`src/rtl/seq_det_pkg.sv`:
```
// Shared constants for the parametrised serial-pattern detector.
// Defaults for N/PATTERN/CNT_W, overlap mode codes, state-width helper.
package seq_det_pkg;

    localparam int         DEF_N       = 8;
    localparam logic [7:0] DEF_PATTERN = 8'b1010_1010;
    localparam int         DEF_CNT_W   = 8;

    localparam int OVL_ON  = 1;
    localparam int OVL_OFF = 0;

    // Width needed to hold a match length 0..n.
    function automatic int sw_of(input int n);
        return $clog2(n + 1);
    endfunction

endpackage

```
`src/rtl/seq_prefix_match.sv`:
```
// Longest suffix of hist that equals a prefix (MSB-first) of pattern.
// Ports: hist, pattern (N bits) in; len (SW bits) out. Combinational.
module seq_prefix_match
    import seq_det_pkg::*;
#(
    parameter int N  = DEF_N,
    parameter int SW = sw_of(N)
) (
    input  logic [N-1:0]  hist,
    input  logic [N-1:0]  pattern,
    output logic [SW-1:0] len
);

    logic ok;
    logic found;

    // hist[j-1:0] == pattern[N-1 -: j], longest j wins.
    always_comb begin
        len   = '0;
        found = 1'b0;
        ok    = 1'b0;
        for (int j = N; j >= 1; j--) begin
            ok = 1'b1;
            for (int i = 0; i < j; i++) begin
                if (hist[i] != pattern[N-j+i]) begin
                    ok = 1'b0;
                end
            end
            if (ok && !found) begin
                len   = SW'(j);
                found = 1'b1;
            end
        end
    end

endmodule

```
`src/rtl/seq_detector_param.sv`:
```
// Moore serial-pattern detector with loadable pattern and match counter.
// Ports: clk, rst (async low), din, din_valid, pat_load, pat_in, cnt_clr;
//        flag, state_o, match_cnt (all registered).
module seq_detector_param
    import seq_det_pkg::*;
#(
    parameter int           N       = DEF_N,
    parameter logic [N-1:0] PATTERN = N'(DEF_PATTERN),
    parameter int           OVERLAP = OVL_ON,
    parameter int           CNT_W   = DEF_CNT_W,
    localparam int          SW      = sw_of(N)
) (
    input  logic             clk,
    input  logic             rst,
    input  logic             din,
    input  logic             din_valid,
    input  logic             pat_load,
    input  logic [N-1:0]     pat_in,
    input  logic             cnt_clr,
    output logic             flag,
    output logic [SW-1:0]    state_o,
    output logic [CNT_W-1:0] match_cnt
);

    localparam logic [SW-1:0] FULL = SW'(N);

    logic [SW-1:0] state;
    logic [SW-1:0] state_n;
    logic [SW-1:0] srch_len;
    logic [N-1:0]  hist;
    logic [N-1:0]  hist_n;
    logic [N-1:0]  hist_acc;
    logic [N-1:0]  pattern;
    logic          hit;

    assign hist_acc = {hist[N-2:0], din};

    seq_prefix_match #(
        .N  (N),
        .SW (SW)
    ) u_match (
        .hist    (hist_acc),
        .pattern (pattern),
        .len     (srch_len)
    );

    always_comb begin
        state_n = state;
        hist_n  = hist;
        if (pat_load) begin
            state_n = '0;
            hist_n  = '0;
        end else if (din_valid) begin
            if (state == FULL && OVERLAP == OVL_OFF) begin
                // Non-overlap: the completed match is forgotten.
                hist_n  = {{(N-1){1'b0}}, din};
                state_n = (din == pattern[N-1]) ? SW'(1) : '0;
            end else begin
                hist_n  = hist_acc;
                state_n = srch_len;
            end
        end
    end

    // Count only on entry into the match state.
    assign hit = (state != FULL) && (state_n == FULL);

    always_ff @(posedge clk or negedge rst) begin
        if (!rst) begin
            state     <= '0;
            hist      <= '0;
            pattern   <= PATTERN;
            flag      <= 1'b0;
            match_cnt <= '0;
        end else begin
            state <= state_n;
            hist  <= hist_n;
            flag  <= (state == FULL);
            if (pat_load) begin
                pattern <= pat_in;
            end
            if (cnt_clr) begin
                match_cnt <= '0;
            end else if (hit && match_cnt != '1) begin
                match_cnt <= match_cnt + 1'b1;
            end
        end
    end

    assign state_o = state;

endmodule

```
`config.mk`:
```
export PLATFORM = sky130hd
export DESIGN_NAME = seq_detector_param
export DESIGN_NICKNAME = d
export VERILOG_FILES = /design/src/rtl/seq_det_pkg.sv /design/src/rtl/seq_prefix_match.sv /design/src/rtl/seq_detector_param.sv
export SDC_FILE = /design/constraint.sdc
export NUM_CORES = 1
export LEC_CHECK = 0
export ABC_AREA = 0
export CORE_UTILIZATION = 49
export CTS_CLUSTER_SIZE = 20
export DETAILED_ROUTE_END_ITERATION = 10
export GPL_TIMING_DRIVEN = 0
export PLACE_DENSITY = 0.77
export SETUP_SLACK_MARGIN = 0.1
export SYNTH_ARGS = -nofsm -noshare
export SYNTH_HDL_FRONTEND = slang
export SYNTH_SLANG_ARGS = --single-unit
```
`constraint.sdc`:
```
create_clock -name clk -period 1.85 [get_ports clk]
set_input_delay 0.2775 -clock clk [delete_from_list [all_inputs] [get_ports clk]]
set_output_delay 0.2775 -clock clk [all_outputs]
set_load 0.02 [all_outputs]
```
==> flow_metrics.env, run 1 <==
export IMPL_first_pass_iters=5
export IMPL_wirelength_um=4446
export IMPL_comb_power_share_pct=27.6
export IMPL_final_max_slew_viol_count=0
export IMPL_initial_core_util_pct=51.20
export IMPL_grt_pass1_wl_um=7141
export IMPL_crit_required_ns=2.03
export IMPL_cp_slowest_stage_delay_ns=0.52
export IMPL_synthMuxAreaShare_pct=10.95
export IMPL_skew_ns=0.01446
export IMPL_final_common_cell="clkdlybuf4s50_1"
export IMPL_antenna_cells=0
export IMPL_setup_viol_count_final=8
export IMPL_num_vias=1618
export IMPL_violations="negative setup slack"
export IMPL_synthCells=195
export IMPL_via_per_inst=5.638
export IMPL_synthSimpleGateAreaFrac_pct=20.09
export IMPL_fillers=283
export IMPL_die_area_um2=4076
export IMPL_peakVddDrop_mv=0.4411
export IMPL_clkPwrFrac_pct=25.0
export IMPL_antenna_found_initial=0
export IMPL_p_int_mw=1.001
export IMPL_hold_worst_slack_ns=0.004032
export IMPL_gpl_final_weighted_congestion=0.8600
export IMPL_rsz0062_at_grt="true"
export IMPL_switching_share_pct=29.47
export IMPL_power_total_mw=1.419
export IMPL_tightest_slew_ns=0.6732
export IMPL_ys_types=45
export IMPL_grt_max_degree=29
export IMPL_clock_latency_ns=0.28
export IMPL_path_cells="nand4_1 -> nor2_2 -> or4b_4 -> buf_8 -> nor4_2 -> mux2_1"
export IMPL_period_minus_slack_ns=2.071
export IMPL_hold_viol=0
export IMPL_critPathKind="register to register"
export IMPL_final_cells=287
export IMPL_cts_root_buf="clkbuf_8"
export IMPL_critPathSlowestCell="or4b_4"
export IMPL_multi_input_area_um2=1204
export IMPL_dp_cells=269
export IMPL_synth_top_family_by_area="simple AND/OR/NAND/NOR gates"
export IMPL_cp_top_family="simple AND/OR/NAND/NOR gates"
export IMPL_wl_per_cell_um=15.49
export IMPL_crit_buf_inv=1
export IMPL_most_common_layout_cells="clkdlybuf4s50_1 (24), xor2_1 (18), dfrtp_1 (17)"
export IMPL_maxCapViolations=0
export IMPL_drive_gt1_share_pct=35.15
export IMPL_final_period_utilization_pct=111.9
export IMPL_synth_main_ff_cell="dfrtp_1"
export IMPL_netlist_area_um2=1874
export IMPL_grt_usage_pct=22.55
export IMPL_io_buffers=26
export IMPL_cp_start_kind="register"
export IMPL_crit_fanout=7
export IMPL_nNetsFinal=255
export IMPL_yosysSeqAreaShare_pct=37.65
export IMPL_cts_sinks=28
export IMPL_hold_class="primary input to asynchronous set/reset pin"
export IMPL_cts_tree="yes"
export IMPL_core_um2=3661
export IMPL_cts_buffers=3
export IMPL_grt_overflow=0
export IMPL_cts_path_max_buffers=2
export IMPL_remaining_drc_errors=0
export IMPL_ys_seq_elements=28
export IMPL_dpl_hpwl_um=2844
export IMPL_clkTransAtPathRegs_ns=0.11
export IMPL_yosys_warnings=0
export IMPL_rows=22
export IMPL_postRouteAntennaNets=0
export IMPL_power_density_nw_per_um2=553.6
export IMPL_worst_setup_path_end_kind="register"
export IMPL_fp_dieW_um=63.85
export IMPL_setup_slack_ns=-0.2206
export IMPL_synth_xor_area_share_pct=13.55
export IMPL_ios=27
export IMPL_async_flop_share_pct=100.0
export IMPL_synth_edff_count=0
export IMPL_syn_to_final_growth_pct=36.72
export IMPL_p_leak_nw=1.061
export IMPL_status="finished, violations left"
export IMPL_drt_iter0_drc=92
export IMPL_max_freq_mhz=483.0
export IMPL_cp_arrival_ns=2.25
export IMPL_synth_nets=210
export IMPL_synth_adder_area_share_pct=0.6676
export IMPL_place_area_um2=2230
export IMPL_slew_limit_headroom_pct=55.12
export IMPL_register_area_um2=714.4
export IMPL_die_h_um=63.85
export IMPL_grt_pass1_vias=1485
export IMPL_avgSynthCellArea_um2=9.612
export IMPL_cts_max_level=1
export IMPL_p_switching_mw=0.4181
export IMPL_synth_compound_area_share_pct=10.61
export IMPL_cts_hold_buffers=0
export IMPL_p_seq_share_pct=47.4
export IMPL_finalInstanceArea_um2=2562
per-layer routing:
layer / global-route usage (%) / share of wire (%)
met1: 32.09 / 49
met2: 36.04 / 47
met3: 2.143 / 3.6
met4: 6.818 / 1.2
met5: 0 / 0
final cells by class:
class,count,share of cell area (%)
buffer,15,4.980
clock buffer,4,1.758
inverter,5,0.7324
multi-input combinational,145,46.97
sequential,28,27.88
tap,48,2.344
timing repair buffer,42,15.33
Yosys cell counts, types with 2 or more instances:
master,n,share of area [%]
a211oi_1,2,0.80
a21oi_1,8,2.1
and3_1,2,0.67
buf_2,7,1.9
buf_6,4,2.4
clkbuf_1,5,1.0
dfrtp_1,24,32
dfstp_2,4,5.6
inv_1,5,1.0
mux2_1,2,1.2
mux2_2,10,6.0
mux2i_1,7,3.7
nand2_1,12,2.4
nand2b_1,3,1.0
nand3_1,4,1.1
nand4_1,2,0.67
nor2_1,14,2.8
nor2b_1,7,2.3
nor3_1,5,1.3
nor4_1,6,2.0
o21ai_0,3,0.80
o31ai_1,5,2.0
or3_1,3,1.0
or4_1,3,1.2
xnor2_1,11,5.1
xor2_1,18,8.4
worst paths after layout:
check	startpoint	to	slack (ns)	cells past startpoint
min reg2reg	state_o[1]	flag	0.50	1
max	match_cnt[3]	match_cnt[7]	-0.22	6
min in group clk	state_o[1]	flag	0.50	1
min	rst	match_cnt[6]	0.004	1
max reg2reg	match_cnt[3]	match_cnt[7]	-0.22	6
max in group asynchronous	rst	match_cnt[0]	1.39	1
cells by family (layout without fill, tap and decap cells):
group                      count (synthesis)  after routing
adders and majority gates                  1              1
and+or+nand+nor                           68             68
xor gates and xnor gates                  29             29
buffers and inverters                     22             66
DFF                                       28             28
AOI/OAI and AO/OA                         28             28
muxes                                     19             19
per-stage QoR:
| stage | TNS (ns) | utilization, % | worst slack [ns] |
|---|---|---|---|
| after global placement | -2.995 | 60.90 | -0.3820 |
| after floorplan | -0.4859 | - | -0.1792 |
| final | -1.428 | 69.99 | -0.2206 |
| after detailed placement | -3.235 | 60.90 | -0.4148 |
| after global routing | -2.119 | 69.99 | -0.3137 |
| after CTS | -1.078 | 66.17 | -0.1830 |
sequential cells by signal (all words and copies together) (netlist names):
signal / cells
match_cnt: 8
pattern: 8
state_o: 4
hist: 7
flag: 1
power by group through the flow:
| stage | clock network [mW] | registers, mW | logic (mW) |
|---|---|---|---|
| 2_1_floorplan | 0 | 0.682 | 0.219 |
| 3_3_place_gp | 0 | 0.682 | 0.314 |
| 3_5_place_dp | 0 | 0.682 | 0.322 |
| 4_1_cts | 0.362 | 0.672 | 0.356 |
| 5_1_grt | 0.375 | 0.677 | 0.425 |
| 6_report | 0.354 | 0.673 | 0.392 |
repair_timing:
| action | in CTS | in global routing |
|---|---|---|
| setup endpoints to repair | 12 | 12 |
| gates resized for setup | 22 | 26 |
| pin swaps | 7 | 10 |
| buffers inserted | 9 | 7 |
Note: power is estimated with default switching activity, not from simulation.
==> inputs of run 2 (changes only) <==
--- a/config.mk
+++ b/config.mk
@@ -6,11 +6,12 @@
 export NUM_CORES = 1
 export LEC_CHECK = 0
 export ABC_AREA = 0
-export CORE_UTILIZATION = 49
+export CORE_UTILIZATION = 57
 export CTS_CLUSTER_SIZE = 20
 export DETAILED_ROUTE_END_ITERATION = 10
+export DONT_BUFFER_PORTS = 1
 export GPL_TIMING_DRIVEN = 0
-export PLACE_DENSITY = 0.77
+export PLACE_DENSITY = 0.76
 export SETUP_SLACK_MARGIN = 0.1
 export SYNTH_ARGS = -nofsm -noshare
 export SYNTH_HDL_FRONTEND = slang
==> flow_metrics.env, run 2 (synthesis results as in run 1) <==
export IMPL_status="finished, violations left"
export IMPL_violations="negative setup slack"
export IMPL_setup_tns_ns=-2.210
export IMPL_cts_max_level=1
export IMPL_most_common_layout_cells="dfrtp_1 (17), xor2_1 (16), nor2_1 (13)"
export IMPL_crit_fanout=5
export IMPL_final_period_utilization_pct=117.3
export IMPL_worst_setup_path_end_kind="register"
export IMPL_power_density_nw_per_um2=590.6
export IMPL_grt_max_degree=29
export IMPL_remaining_drc_errors=0
export IMPL_dp_cells=239
export IMPL_maxCapViolations=0
export IMPL_largestRegisters="match_cnt (8), pattern (8), hist (7)"
export IMPL_hold_worst_slack_ns=0.07973
export IMPL_num_vias=1580
export IMPL_fillers=216
export IMPL_core_um2=3078
export IMPL_cts_root_buf="clkbuf_4"
export IMPL_fin_util_pct=75.04
export IMPL_grt_pass1_vias=1518
export IMPL_ios=27
export IMPL_grt_usage_pct=28.40
export IMPL_final_cells=255
export IMPL_setup_slack_ns=-0.3208
export IMPL_setup_viol_count_final=9
export IMPL_p_leak_nw=0.9348
export IMPL_tightest_slew_ns=0.7236
export IMPL_power_total_mw=1.364
export IMPL_io_buffers=0
export IMPL_wirelength_um=4773
export IMPL_cts_tree="yes"
export IMPL_antenna_cells=0
export IMPL_clock_latency_ns=0.33
export IMPL_antenna_found_initial=0
export IMPL_first_pass_iters=4
export IMPL_cts_path_max_buffers=2
export IMPL_drive_gt1_share_pct=41.23
export IMPL_cp_arrival_ns=2.44
export IMPL_final_max_slew_viol_count=0
export IMPL_critPathKind="register to register"
export IMPL_slew_limit_headroom_pct=51.76
export IMPL_cts_sinks=28
export IMPL_rows=20
export IMPL_hold_viol=0
export IMPL_cp_start_kind="register"
export IMPL_wl_per_cell_um=18.72
export IMPL_postRouteAntennaNets=0
export IMPL_clkTransAtPathRegs_ns=0.16
export IMPL_initial_core_util_pct=60.89
export IMPL_hold_class="primary input to register"
export IMPL_grt_pass1_wl_um=7348
export IMPL_syn_to_final_growth_pct=23.23
export IMPL_peakVddDrop_mv=0.5210
export IMPL_final_common_cell="dfrtp_1"
export IMPL_skew_ns=0.007161
export IMPL_dpl_hpwl_um=2982
export IMPL_rsz0062_at_grt="true"
export IMPL_grt_overflow=0
export IMPL_period_minus_slack_ns=2.171
export IMPL_max_freq_mhz=460.7
export IMPL_nNetsFinal=227
export IMPL_via_per_inst=6.196
export IMPL_drt_iter0_drc=91
export IMPL_fp_dieW_um=59.35
export IMPL_gpl_final_weighted_congestion=0.8740
export IMPL_crit_required_ns=2.12
export IMPL_cts_buffers=3
export IMPL_die_area_um2=3522
export IMPL_die_h_um=59.35
[run 2: cell types whose count changed in the layout (fill, tap and decap cells not counted), moves of 2 or more]
cell / change
xor2_1: -2
o21ai_0: -2
buf_6: -4
buf_4: -4
clkbuf_8: -2
buf_2: +3
or4_4: -2
xor2_2: +2
or4_1: +2
clkdlybuf4s50_1: -24
clkbuf_4: +2
[run 2: path summary, 6_finish.rpt]
| kind | startpoint | to | slack (ns) | cells past startpoint |
|---|---|---|---|---|
| max | match_cnt[0] | match_cnt[3] | -0.32 | 7 |
| min | pat_in[0] | pattern[0] | 0.08 | 1 |
| max reg2reg | match_cnt[0] | match_cnt[3] | -0.32 | 7 |
| min reg2reg | pattern[0] | pattern[0] | 0.55 | 1 |
| max in group asynchronous | rst | pattern[5] | 1.26 | 2 |
| min in group asynchronous | rst | match_cnt[0] | 0.35 | 2 |
[run 2: area by class of cell]
| type | count | area, µm² | share of cell area (%) |
|---|---|---|---|
| Buffer | 15 | 120.1 | 5.200 |
| Clock buffer | 4 | 36.28 | 1.571 |
| Inverter | 5 | 18.77 | 0.8126 |
| Multi-Input combinational cell | 145 | 1240 | 53.68 |
| Sequential cell | 28 | 714.4 | 30.93 |
| Tap cell | 44 | 55.05 | 2.384 |
| Timing Repair Buffer | 14 | 125.1 | 5.417 |
[run 2: worst max-delay path: stages, from the launching register on]
cell and delay [ns]:
dfrtp_2 0.52, ha_4 0.20, nand3_2 0.06, nor2_2 0.05, or4b_4 0.51, buf_4 0.17
or4_4 0.48, a21oi_2 0.13
[run 2: metrics by stage]
stage               instance area (µm²)  setup WS [ns]
floorplan                          1909        -0.1792
global placement                   1964        -0.3141
detailed placement                 1964        -0.3471
CTS                                2200        -0.3011
global route                       2310        -0.3568
finish                             2310        -0.3208
[run 2: metal layers]
layer | up-vias | GRT usage [%] | share of wire [%]
li1 | 715 | - | -
met1 | 772 | 37.61 | 41
met2 | 79 | 44.78 | 49
met3 | 14 | 5.022 | 7.5
met4 | 0 | 13.95 | 2.7
met5 | - | 0 | 0
[run 2: power by group]
group | total, mW | leakage, nW | internal (mW) | switching [mW]
clock network | 0.310 | 0.0210 | 0.120 | 0.190
registers | 0.686 | 0.355 | 0.645 | 0.0406
logic | 0.368 | 0.559 | 0.174 | 0.195
[run 2: repair_timing]
item                                    in CTS  in global routing
hold buffers                                 2                  0
gates resized for setup                     32                 17
setup buffers                                7                  5
hold endpoints to repair                    28                  0
endpoints found under the setup margin      12                 12
pin swaps                                    7                  8
==> inputs of run 3 (changes only) <==
==> constraint.sdc (replaced) <==
create_clock -name clk -period 1.85 [get_ports clk]
set_input_delay 0.185 -clock clk [delete_from_list [all_inputs] [get_ports clk]]
set_output_delay 0.185 -clock clk [all_outputs]
set_load 0.02 [all_outputs]
==> flow_metrics.env, run 3 (synthesis results as in run 1) <==
export IMPL_place_area_um2=1964
export IMPL_cts_path_max_buffers=2
export IMPL_wl_per_cell_um=18.94
export IMPL_finalInstanceArea_um2=2467
export IMPL_critPathSlowestCell="dfrtp_2"
export IMPL_die_area_um2=3522
export IMPL_remaining_drc_errors=0
export IMPL_comb_power_share_pct=28.6
export IMPL_final_common_cell="dfrtp_1"
export IMPL_gpl_final_weighted_congestion=0.8740
export IMPL_grt_overflow=0
export IMPL_ff2ff_path_depth=7
export IMPL_max_freq_mhz=462.3
export IMPL_cts_max_level=1
export IMPL_dpl_hpwl_um=2982
export IMPL_ios=27
export IMPL_cts_sinks=28
export IMPL_grt_max_degree=29
export IMPL_p_seq_share_pct=49.1
export IMPL_r2r_end="match_cnt[3]"
export IMPL_setup_tns_ns=-2.479
export IMPL_antenna_cells=0
export IMPL_hold_class="primary input to register"
export IMPL_cts_buffers=3
export IMPL_cts_root_buf="clkbuf_4"
export IMPL_nNetsFinal=237
export IMPL_clock_latency_ns=0.34
export IMPL_core_um2=3078
export IMPL_setup_slack_ns=-0.3133
export IMPL_p_leak_nw=0.9951
export IMPL_most_common_layout_cells="dfrtp_1 (17), xor2_1 (14), buf_4 (12), nor2_1 (12)"
export IMPL_crit_required_ns=2.13
export IMPL_tightest_slew_ns=0.7523
export IMPL_multi_input_area_um2=1277
export IMPL_period_minus_slack_ns=2.163
export IMPL_cp_start_kind="register"
export IMPL_syn_to_final_growth_pct=31.64
export IMPL_fillers=196
export IMPL_violations="negative setup slack"
export IMPL_switching_share_pct=31.20
export IMPL_hold_path_depth=2
export IMPL_cp_slowest_stage_delay_ns=0.52
export IMPL_drive_gt1_share_pct=42.53
export IMPL_min_to="state_o[3]"
export IMPL_first_pass_iters=4
export IMPL_path_cells="ha_4 -> nand3_2 -> nor2_2 -> or4b_4 -> buf_4 -> or4_4 -> a21oi_2"
export IMPL_cp_arrival_ns=2.44
export IMPL_clkTransAtPathRegs_ns=0.17
export IMPL_power_density_nw_per_um2=567.2
export IMPL_cp_top_family="simple AND/OR/NAND/NOR gates"
export IMPL_maxCapViolations=0
export IMPL_drt_iter0_drc=71
export IMPL_wirelength_um=5020
export IMPL_register_area_um2=714.4
export IMPL_grt_pass1_wl_um=7417
export IMPL_cts_tree="yes"
export IMPL_via_per_inst=6.166
export IMPL_antenna_found_initial=0
export IMPL_rrSetupSlack_ns=-0.31
export IMPL_rows=20
export IMPL_final_period_utilization_pct=116.9
export IMPL_setup_viol_count_final=12
export IMPL_postRouteAntennaNets=0
export IMPL_grt_usage_pct=28.88
export IMPL_critPathKind="register to register"
export IMPL_grt_pass1_vias=1566
export IMPL_final_max_slew_viol_count=0
export IMPL_timing_rr_start="match_cnt[0]"
export IMPL_worst_setup_path_end_kind="register"
export IMPL_num_vias=1634
export IMPL_slew_limit_headroom_pct=49.85
export IMPL_status="finished, violations left"
export IMPL_p_int_mw=0.9629
export IMPL_rsz0062_at_grt="true"
export IMPL_io_buffers=0
export IMPL_crit_buf_inv=1
export IMPL_clkPwrFrac_pct=22.3
export IMPL_min_from="din_valid"
export IMPL_crit_fanout=5
export IMPL_p_switching_mw=0.4367
export IMPL_skew_ns=0.01413
export IMPL_peakVddDrop_mv=0.5059
export IMPL_hold_viol=0
export IMPL_fp_dieW_um=59.35
export IMPL_initial_core_util_pct=60.89
export IMPL_die_h_um=59.35
export IMPL_largestRegisters="match_cnt (8), pattern (8), hist (7)"
-- run 3: changes by cell type in the layout (fill, tap and decap cells not counted), moves of 2 or more --
cell / previous run / this run
xor2_1: 16 / 14
dlygate4sd3_1: 1 / 9
buf_6: 6 / 8
a21oi_1: 4 / 2
xor2_2: 2 / 4
buf_2: 4 / 2
-- run 3: per-layer routing --
metal | vias up | wire length, µm | global-route usage [%]
li1 | 732 | - | -
met1 | 831 | 2089 | 36.53
met2 | 57 | 2537 | 47.35
met3 | 14 | 245 | 5.677
met4 | 0 | 147 | 13.61
met5 | - | 0 | 0
-- run 3: worst max-delay path by stage --
stage	from	end	slack, ns	cells after the start
final	match_cnt[0]	match_cnt[3]	-0.31	7
after global routing	match_cnt[0]	match_cnt[2]	-0.35	8
after CTS	match_cnt[0]	match_cnt[5]	-0.30	7
after detailed placement	match_cnt[1]	match_cnt[6]	-0.35	7
after global placement	match_cnt[1]	match_cnt[6]	-0.31	7
after floorplan	match_cnt[1]	match_cnt[5]	-0.18	7
-- run 3: timing repair --
action,in CTS,in global routing
pin swaps,8,10
buffers inserted,7,7
cloned,0,0
hold buffers,9,1
endpoints found under the setup margin,12,12
hold endpoints to repair,35,1
gates resized for setup,34,25
-- run 3: cell type report --
class,instances,area share [%]
tap,44,2.231
buffer,15,5.122
clock buffer,4,1.471
sequential,28,28.96
timing repair buffer,24,9.686
multi-input combinational,145,51.77
inverter,5,0.7606
-- run 3: worst register-to-register path, delay by kind of cell, from the launching register on --
kind / cells / cell delay [ns]
AO/OA/AOI/OAI: 1 / 0.13
adder cells (fa/ha/maj): 1 / 0.20
buffers and inverters: 1 / 0.16
flip-flops: 1 / 0.52
AND/OR/NAND/NOR: 4 / 1.09
-- run 3: power by group through the flow --
stage	clock, mW	sequential (mW)	combinational, mW
finish	0.312	0.687	0.400
global route	0.335	0.690	0.430
CTS	0.312	0.685	0.332
detailed placement	0	0.691	0.262
global placement	0	0.689	0.250
floorplan	0	0.682	0.219
-- run 3: stage by stage --
stage / hold slack, ns / std cells / worst slack, ns / util, % / total power, mW
after floorplan: -0.1106 / 195 / -0.1792 / - / 0.9017
after global placement: -0.1100 / 239 / -0.3141 / 63.82 / 0.9392
after detailed placement: -0.1100 / 239 / -0.3471 / 63.82 / 0.9530
after CTS: 0.0006577 / 257 / -0.3011 / 74.11 / 1.329
after global routing: 0.004708 / 265 / -0.3513 / 80.16 / 1.454
final: 0.01847 / 265 / -0.3133 / 80.16 / 1.400
